===== config.mk =====
export PLATFORM = sky130hd
export DESIGN_NAME = fifo_drain
export DESIGN_NICKNAME = d
export VERILOG_FILES = /design/src/rtl/fifo_drain_pkg.sv /design/src/rtl/drain_skid_buf.sv /design/src/rtl/fifo_drain.sv
export SDC_FILE = /design/constraint.sdc
export NUM_CORES = 1
export LEC_CHECK = 0
export ABC_AREA = 1
export BUFFER_PORTS_ARGS = -buffer_cell sky130_fd_sc_hd__buf_2
export CAP_MARGIN = 20
export CORE_ASPECT_RATIO = 2
export CORE_MARGIN = 3
export CORE_UTILIZATION = 45
export CTS_CLUSTER_SIZE = 10
export DETAILED_ROUTE_END_ITERATION = 6
export PLACE_DENSITY = 0.75
export SLEW_MARGIN = 15
export SYNTH_ARGS = -nofsm -noshare
export SYNTH_HDL_FRONTEND = slang
export SYNTH_SLANG_ARGS = --single-unit

===== constraint.sdc =====
create_clock -name clk -period 3.4 [get_ports clk]
set_input_delay 0.68 -clock clk [delete_from_list [all_inputs] [get_ports clk]]
set_output_delay 0.68 -clock clk [all_outputs]
set_load 0.005 [all_outputs]

===== src/rtl/fifo_drain_pkg.sv =====
// Shared types and defaults for the FIFO read-side drain controller.
package fifo_drain_pkg;

  typedef enum logic [1:0] {
    IDLE  = 2'd0,
    RUN   = 2'd1,
    DRAIN = 2'd2
  } drain_state_e;

  localparam int DEFAULT_DATA_WIDTH = 16;
  localparam int DEFAULT_FRAME_LEN  = 8;

endpackage


===== src/rtl/drain_skid_buf.sv =====
// Two-entry in-order buffer between the FIFO read port and the output stream.
module drain_skid_buf #(
  parameter int DATA_WIDTH = 16
) (
  input  logic                  clk,
  input  logic                  rst_n,
  input  logic                  push,
  input  logic                  pop,
  input  logic [DATA_WIDTH-1:0] din,
  output logic [1:0]            occ,
  output logic [DATA_WIDTH-1:0] head
);

  logic [DATA_WIDTH-1:0] slot0;
  logic [DATA_WIDTH-1:0] slot1;

  // slot0 is always the oldest word; the caller never pushes when full or pops when empty.
  always_ff @(posedge clk or negedge rst_n) begin
    if (!rst_n) begin
      slot0 <= '0;
      slot1 <= '0;
      occ   <= 2'd0;
    end else begin
      case ({push, pop})
        2'b10: begin
          if (occ == 2'd0) slot0 <= din;
          else             slot1 <= din;
          occ <= occ + 2'd1;
        end
        2'b01: begin
          slot0 <= slot1;
          occ   <= occ - 2'd1;
        end
        2'b11: begin
          if (occ == 2'd1) begin
            slot0 <= din;
          end else begin
            slot0 <= slot1;
            slot1 <= din;
          end
        end
        default: ;
      endcase
    end
  end

  assign head = slot0;

endmodule


===== src/rtl/fifo_drain.sv =====
// Pops a synchronous FIFO and re-presents its words as a framed valid/ready stream.
// Stream handshake: a word transfers on a rising edge where m_valid && m_ready; m_valid never falls without a transfer.
module fifo_drain
  import fifo_drain_pkg::*;
#(
  parameter int DATA_WIDTH = DEFAULT_DATA_WIDTH,
  parameter int FRAME_LEN  = DEFAULT_FRAME_LEN
) (
  input  logic                         clk,
  input  logic                         rst_n,
  input  logic                         enable,
  input  logic                         fifo_empty,
  input  logic [DATA_WIDTH-1:0]        fifo_dout,
  output logic                         fifo_rd_en,
  output logic                         m_valid,
  input  logic                         m_ready,
  output logic [DATA_WIDTH-1:0]        m_data,
  output logic                         m_last,
  output logic [$clog2(FRAME_LEN)-1:0] word_idx,
  output logic                         frame_done,
  output logic                         busy,
  output drain_state_e                 state
);

  localparam int IW = $clog2(FRAME_LEN);
  localparam logic [IW-1:0] LAST_IDX = IW'(FRAME_LEN - 1);

  logic [1:0] occ;
  logic       inflight;
  logic       pop;
  logic [2:0] committed;

  drain_skid_buf #(.DATA_WIDTH(DATA_WIDTH)) u_buf (
    .clk   (clk),
    .rst_n (rst_n),
    .push  (inflight),
    .pop   (pop),
    .din   (fifo_dout),
    .occ   (occ),
    .head  (m_data)
  );

  assign m_valid = (occ != 2'd0);
  assign pop     = m_valid && m_ready;
  assign m_last  = m_valid && (word_idx == LAST_IDX);
  assign busy    = (state != IDLE);

  // Words already owed a buffer slot after this cycle's pop; a read is safe only below 2.
  assign committed  = {1'b0, occ} + {2'b00, inflight} - {2'b00, pop};
  assign fifo_rd_en = (state == RUN) && !fifo_empty && (committed < 3'd2);

  always_ff @(posedge clk or negedge rst_n) begin
    if (!rst_n) begin
      state      <= IDLE;
      inflight   <= 1'b0;
      word_idx   <= '0;
      frame_done <= 1'b0;
    end else begin
      inflight   <= fifo_rd_en;
      frame_done <= pop && m_last;
      if (pop) begin
        if (word_idx == LAST_IDX) word_idx <= '0;
        else                      word_idx <= word_idx + IW'(1);
      end
      case (state)
        IDLE:  if (enable) state <= RUN;
        RUN:   if (!enable) state <= DRAIN;
        DRAIN: begin
          if (enable)                                 state <= RUN;
          else if ((occ == 2'd0) && !inflight)        state <= IDLE;
        end
        default: state <= IDLE;
      endcase
    end
  end

endmodule

Yosys cells after proc, flatten, opt, wreduce, memory -nomap -nowiden
Index checks and enable logic that the tools add are counted.

Output and inout bits: 26. Register bits after elaboration: 41. Input bits: 21.

Equality and inequality tests: 13. $add $sub $neg: 5. Reductions and logical operators: 18. Multiplexer cells: 13. $lt $le $gt $ge: 1.

Operators by type and width (number): $mux 16 (4); $pmux 16 s3 (1); $pmux 16 s2 (1); $ne 2x2->1 const B (5); $mux 2 (4); $reduce_bool 2->1 (4); $eq 2x1->1 const B (3); $eq 2x2->1 const B (3); $logic_and 1x1->1 (6); $pmux 2 s3 (1); $reduce_and 3->1 (2); $logic_not 2->1 (2); $pmux 2 s2 (1); $add 2x1->3 (1); $add 3x1->3 const B (1); $eq 3x3->1 const B (1); $lt 3x2->1 const B (1); $mux 3 (1); $ne 3x3->1 const B (1); $reduce_bool 3->1 (1); $sub 3x1->3 (1); $add 2x1->2 const B (1); $logic_not 1->1 (2); $reduce_and 2->1 (1); $sub 2x1->2 const B (1).

Longest topological paths before layout
Gate-level depths: netlist (run 1).

Word-level depth: 5. Gate-level depth with buffers: 14. Depth with buffers taken out: 12.

Hierarchy
From an unflattened synthesis (run 1), not the netlist that was laid out.

Cell total of the unflattened synthesis: 268. Area total of the unflattened synthesis: 2105.8 um^2.

Modules (own cells, without submodules): drain_skid_buf (area an instance 1685.4 um^2, cells each 214, instances 1); fifo_drain (area an instance 420.4 um^2, cells each 54, instances 1).

Worst setup path before layout (run 1)
OpenSTA, ideal clock, no wires.

Path kind: flip-flop to output port. From: register u_buf.occ[1]. To: output fifo_rd_en. Path slack: 661 ps. Data arrival time: 2059 ps. Stages on the path, launching flop included: 10. Required time: 2720 ps. Cell sequence: dfrtp_1 inv_1 ha_1 inv_4 nand2_4 nor2_1 o21ai_0 fa_1 inv_1 nor4_1.

Cells in the longest elaborated chain, start to end: 5. Elaborated cells between the ends (all ways): 6. Classes of those cells: 2 x add/sub; 1 x order compare; 3 x reduce/logical.

RTL lines: start, declared (RTL line drain_skid_buf.sv:10) `output logic [1:0] occ,`; start signal, assigned (RTL line drain_skid_buf.sv:28) `occ <= occ + 2'd1;`; start signal, assigned (RTL line drain_skid_buf.sv:32) `occ <= occ - 2'd1;`; $reduce_bool 2->1 (RTL line fifo_drain.sv:43) `assign m_valid = (occ != 2'd0);`; named net m_valid (RTL line fifo_drain.sv:15) `output logic m_valid,`; $logic_and 1x1->1 (RTL line fifo_drain.sv:44) `assign pop = m_valid && m_ready;`; $sub 3x1->3 (RTL line fifo_drain.sv:49) `assign committed = {1'b0, occ} + {2'b00, inflight} - {2'b00, pop};`; $lt 3x2->1 (RTL line fifo_drain.sv:50) `assign fifo_rd_en = (state == RUN) && !fifo_empty && (committed < 3'd2);`; $logic_and 1x1->1 (RTL line fifo_drain.sv:50); end, declared (RTL line fifo_drain.sv:14) `output logic fifo_rd_en,`.

The timed path passes the listed nets, and every way through them passes these cells.

Final worst setup path (run 1)
From: register u_buf.occ[1]. To: output fifo_rd_en.

Cells in the longest elaborated chain, start to end: 5. Elaborated cells between the ends (all ways): 6. Classes of those cells: 2 x add/sub; 1 x order compare; 3 x reduce/logical.

RTL lines: $reduce_bool 2->1 (RTL line fifo_drain.sv:43); $logic_and 1x1->1 (RTL line fifo_drain.sv:44); named net pop (RTL line fifo_drain.sv:30) `logic pop;`; $sub 3x1->3 (RTL line fifo_drain.sv:49); $lt 3x2->1 (RTL line fifo_drain.sv:50); $logic_and 1x1->1 (RTL line fifo_drain.sv:50).

The timed path passes the listed nets, and every way through them passes these cells.

==> results of run 1 <==
## state kept, by name, summed over array words and instances, names as in the netlist
register and count:
u_buf.head 16, u_buf.slot1 16, word_idx 3, state 2
u_buf.occ 2, frame_done 1, inflight 1
## worst max path at each step
stage	endpoint	slack (ps)	depth (start not counted)
2_1_floorplan	fifo_rd_en	660	9
3_3_place_gp	fifo_rd_en	450	11
3_5_place_dp	fifo_rd_en	390	10
4_1_cts	fifo_rd_en	50	10
5_1_grt	fifo_rd_en	10	11
6_report	fifo_rd_en	190	11
## worst max-delay path: cells and delay by family, from the launching register on
family	cells	cell delay, ps
buffers and inverters	5	490
flip-flops	1	440
AND/OR/NAND/NOR	3	480
AO/OA/AOI/OAI	1	100
adder cells (fa/ha/maj)	2	720
## synthesized netlist by cell type
cell	instances
buf_6	1
xor2_1	1
a21oi_1	1
xnor2_1	2
inv_2	2
nor4_1	1
nand3_2	1
inv_1	58
nor2_8	1
nand4_1	1
fa_1	1
nand3_4	1
ha_1	6
nor2_1	19
nand2_1	155
buf_2	13
o21ai_0	4
nor3_1	1
dfrtp_1	41
nand2_4	3
o31ai_1	1
inv_4	1
nand3_1	48
o21a_1	1
## routing by layer
metal	part of all wire, %	track usage (%)	vias up
met2	55	37.64	56
li1	-	-	1172
met1	38	22.07	1096
met5	0	0	-
met4	3.3	9.834	0
met3	3.5	2.681	14
## final cells by class
type	instances	area share, %
clock buffers	6	2.573
clock inverters	2	0.3549
inverters	61	8.208
multi-input cells	248	41.22
flip-flops and latches	41	36.38
well taps	58	2.573
repair buffers	48	8.696
## stage by stage
stage / hold WS (ps) / setup WS, ps / total power, W
2_1_floorplan: 384.4 / 660.6 / 0.001766
3_3_place_gp: 487.6 / 454.4 / 0.002098
3_5_place_dp: 496.9 / 389.0 / 0.002141
4_1_cts: 509.6 / 52.04 / 0.002466
5_1_grt: 528.6 / 9.569 / 0.002723
6_report: 504.6 / 191.2 / 0.002446
## logic make-up after synthesis
kind of cell	after synthesis	synth area share, %
AND/OR/NAND/NOR	231	39.89
XOR/XNOR	3	1.057
buffers and inverters	75	12.37
AO/OA/AOI/OAI	7	1.610
adder cells (fa/ha/maj)	7	3.823
flip-flops	41	41.25
## where the power goes
group	total, W	internal, W	switching, W
logic	0.00128	0.000486	0.000791
clock network	0.000314	0.000143	0.000171
registers	0.000855	0.000709	0.000146
## timing repair
item	CTS	global route
setup endpoints to repair	0	1
buffers inserted	0	0
gates resized for setup	0	2
==> flow_summary.json, run 1 <==
{
  "syn2layout_area_growth_pct": 13.38,
  "final_cell_mix": "155 x nand2_1, 58 x inv_1, 48 x nand3_1",
  "fin_setup_tns_ps": 0,
  "final_cell_count_no_fill": 464,
  "hold-path-endpoint": "state[0]",
  "grt_setup_unrepaired": "false",
  "clockBufferDepth": 2,
  "drv_slew": 0,
  "clock-sinks": 41,
  "grt_pass1_wl_um": 10630,
  "clock_latency_ps": 290,
  "crit_path_frequent_cell": "inv_1",
  "setup-violations-final": 0,
  "cp.arrival_ps": 2530,
  "timing.rr.start": "u_buf.occ[1]",
  "io_buffer_count": 46,
  "cts-root-buf": "clkbuf_8",
  "cts_hold_buffers": 0,
  "antenna_found_initial": 0,
  "dp_hpwl_um": 4126,
  "grt_util_all_layers_pct": 20.60,
  "totalWireLength_um": 6041,
  "fin_area_um2": 2820,
  "end_kind": "output pin",
  "run_status": "finished clean",
  "ff_latch_area_um2": 1026,
  "synth_area_um2": 2487,
  "h-tree-depth": 2,
  "mostFrequentLayoutCell": "nand2_1",
  "synth-seq-cells": 41,
  "synth-seq-area-share_pct": 41.25,
  "antennaDiodeCount": 0,
  "detail-route-antenna-nets": 0,
  "drtIter0Drc": 117,
  "place_inst": 456,
  "die_w_um": 58.57,
  "detail_route.wl_per_cell_um": 13.02,
  "leakagePower_nw": 1.773,
  "rr_worst_depth": 11,
  "cts_tree": "built",
  "fin_crit_ps": 3209,
  "hold_violations": 0,
  "fp.coreArea_um2": 5231,
  "fin_util_pct": 53.91,
  "worst-setup-path-type": "register to output pin",
  "nNetsFinal": 433,
  "yosysTopAreaCell": "dfrtp_1",
  "yosys-top-cells-area": "dfrtp_1 41%, nand2_1 23%, nand3_1 9.7%",
  "io_pins": 47,
  "rr_endpoint": "u_buf.head[3]",
  "max_slew_margin_pct": 36.36,
  "hold_start": "state[0]",
  "synthCells": 364,
  "grt_pass1_vias": 2388,
  "drive_above_1_share_pct": 16.26,
  "fp-row-count": 37,
  "slowest_stage": "fa_1",
  "vdd.ir_drop.worst_v": 0.0005518,
  "mappedNetlistNets": 392,
  "dieArea_um2": 6509,
  "crit_chain": "inv_1, ha_2, inv_4, nand2_4, inv_1, nor2_1, o21ai_0, fa_1, inv_1, nor4_2, buf_2",
  "finalClockSkew_ps": 4.090,
  "grt_max_degree": 42,
  "drc": 0,
  "clk_pin_slew_ps": 80,
  "floorplan.initialDensity_pct": 47.55,
  "vias_per_cell": 5.039,
  "hold_path.class": "register to register",
  "worst_setup_path_start_kind": "register",
  "power.density_nw_per_um2": 867.2,
  "overflow": 0,
  "yosysUniqueCellTypes": 24,
  "yosys_warnings": 0,
  "cts_buffers": 5,
  "path_max_fanout": 7,
  "fill_cells": 548,
  "crit_path_max_incr_delay_ps": 490,
  "critPathRequiredTime_ps": 2720,
  "synth_top_area_share_pct": 41.25,
  "maxCapViolCount": 0,
  "gp_congestion": 0.7980,
  "reg2reg_slack_ps": 580,
  "first_pass_iters": 4,
  "max_freq_ghz": 0.3116,
  "num_vias": 2338,
  "worstHoldPathCells": 1,
  "postPlaceCellArea_um2": 2729,
  "period_share_pct": 94.38,
  "max_slew.worst_pin.slew_ps": 954.7,
  "syn_area_per_cell_um2": 6.833,
  "cp-startpoint": "u_buf.occ[1]",
  "multi_input_area_um2": 1162,
  "die-height_um": 111.1
}
Power figures use the tool's default switching activity.
==> run 2, diff against run 1 <==
==> constraint.sdc (replaced) <==
create_clock -name clk -period 3.3 [get_ports clk]
set_input_delay 0.66 -clock clk [delete_from_list [all_inputs] [get_ports clk]]
set_output_delay 0.66 -clock clk [all_outputs]
set_load 0.005 [all_outputs]
==> run 2 against run 1 <==
Global-route usage down 1.1 points. Largest power group unchanged. Clock skew rose by 1.0 ps. Non-clock buffer count up 1. Worst hold slack worse by 7.4 ps. Die area stayed put. Clock-buffer cell count is 1 higher. Largest cell class unchanged. Highest routed layer unchanged. Power grew 3.9%. Combinational power is 4% higher. Worst setup slack worse by 12 ps.
==> flow_summary.json, run 2 (synthesis results as in run 1) <==
{
  "run_status": "finished clean",
  "gp_congestion": 0.7988,
  "fill_cells": 534,
  "totalWireLength_um": 5892,
  "io_buffer_count": 46,
  "detail-route-antenna-nets": 0,
  "floorplan.initialDensity_pct": 47.55,
  "dieArea_um2": 6509,
  "clockBufferDepth": 2,
  "maxCapViolCount": 0,
  "fin_crit_ps": 3121,
  "final_cell_mix": "155 x nand2_1, 58 x inv_1, 48 x nand3_1",
  "hold_violations": 0,
  "critPathRequiredTime_ps": 2640,
  "h-tree-depth": 2,
  "cts_buffers": 5,
  "vdd.ir_drop.worst_v": 0.0007445,
  "cp.arrival_ps": 2460,
  "vias_per_cell": 4.961,
  "nNetsFinal": 434,
  "max_slew.worst_pin.slew_ps": 968.5,
  "crit_path_max_incr_delay_ps": 490,
  "grt_max_degree": 42,
  "crit_path_frequent_cell": "inv_1",
  "cts_tree": "built",
  "detail_route.wl_per_cell_um": 12.70,
  "grt_setup_unrepaired": "false",
  "fin_setup_tns_ps": 0,
  "path_max_fanout": 7,
  "drc": 0,
  "clock-sinks": 41,
  "crit_chain": "inv_1, ha_4, inv_4, nand2_4, inv_1, nor2_1, o21ai_0, fa_1, inv_1, nor4_2, buf_2",
  "io_pins": 47,
  "clock_latency_ps": 290,
  "max_freq_ghz": 0.3204,
  "slowest_stage": "fa_1",
  "cts-root-buf": "clkbuf_8",
  "fp.coreArea_um2": 5231,
  "drv_slew": 0,
  "finalClockSkew_ps": 5.139,
  "postPlaceCellArea_um2": 2736,
  "die-height_um": 111.1,
  "hold_start": "state[0]",
  "grt_pass1_vias": 2268,
  "power.density_nw_per_um2": 894.2,
  "worst-setup-path-type": "register to output pin",
  "num_vias": 2302,
  "timing.rr.start": "u_buf.occ[1]",
  "mostFrequentLayoutCell": "nand2_1",
  "setup-violations-final": 0,
  "fp-row-count": 37,
  "syn2layout_area_growth_pct": 14.29,
  "overflow": 0,
  "period_share_pct": 94.58,
  "clk_pin_slew_ps": 80,
  "leakagePower_nw": 1.778,
  "drive_above_1_share_pct": 16.50,
  "post_cts.repair.setup_buffers": 0,
  "hold_path.class": "register to register",
  "worst_setup_path_start_kind": "register",
  "grt_util_all_layers_pct": 19.47,
  "max_slew_margin_pct": 35.43,
  "grt_pass1_wl_um": 10100,
  "end_kind": "output pin",
  "dp_hpwl_um": 3945,
  "fin_area_um2": 2843,
  "antennaDiodeCount": 0,
  "drtIter0Drc": 123,
  "hold_ws_ps": 497.2,
  "die_w_um": 58.57,
  "antenna_found_initial": 0,
  "first_pass_iters": 4,
  "cp-startpoint": "u_buf.occ[1]"
}
## run 2: cell count changes in the layout (fill, tap and decap cells not counted), sizes merged
cell / before / now
buf: 48 / 49
clkinv: 2 / 0
clkbuf: 6 / 7
## run 2: layout make-up
type	instances	area (um2)	share of cell area, %
sequential	41	1027	36.14
tap	58	72.57	2.553
timing repair buffer	49	252.7	8.891
multi-input combinational	248	1172	41.24
clock buffer	7	86.33	3.037
inverter	61	231.5	8.143
## run 2: through the flow
| step | setup slack, ps | utilization, % | cells | power [W] |
|---|---|---|---|---|
| finish | 178.8 | 54.34 | 464 | 0.002542 |
| global route | 3.810 | 54.34 | 464 | 0.002839 |
| CTS | 14.28 | 53.96 | 464 | 0.002542 |
| detailed placement | 348.9 | 52.31 | 457 | 0.002197 |
| global placement | 378.4 | 52.31 | 457 | 0.002159 |
| floorplan | 580.6 | - | 364 | 0.001820 |
## run 2: final timing paths
check / cells after the start / end / slack (ps)
max in group asynchronous: 1 / u_buf.occ[1] / 2110
worst min-delay path: 1 / state[0] / 500
worst min register to register: 1 / state[0] / 500
worst max register to register: 11 / u_buf.head[4] / 1110
min in group asynchronous: 1 / u_buf.head[6] / 520
worst max-delay path: 11 / fifo_rd_en / 180
## run 2: worst max-delay path: cells and delay by family, from the launching register on
kind | cells | cell delay (ps)
DFF | 1 | 440
and+or+nand+nor | 3 | 480
buffers and inverters | 5 | 500
adders and majority gates | 2 | 660
AOI/OAI and AO/OA | 1 | 90
## run 2: power breakdown
group	internal (W)	switching [W]	total [W]	leakage (nW)
Clock	0.000166	0.000170	0.000336	0.0443
Combinational	0.000512	0.000817	0.00133	1.23
Sequential	0.000732	0.000145	0.000877	0.500
## run 2: metal layers
layer  global-route usage, %  vias up  wire length, um
li1                        -     1169                -
met5                       0        -                0
met4                   9.077        0              182
met2                   34.13       79             3171
met3                   3.147       14              352
met1                   22.01     1040             2186
## run 2: repair_timing
item	CTS	global route
endpoints found under the setup margin	0	1
hold buffers	0	0
resized for setup	0	4
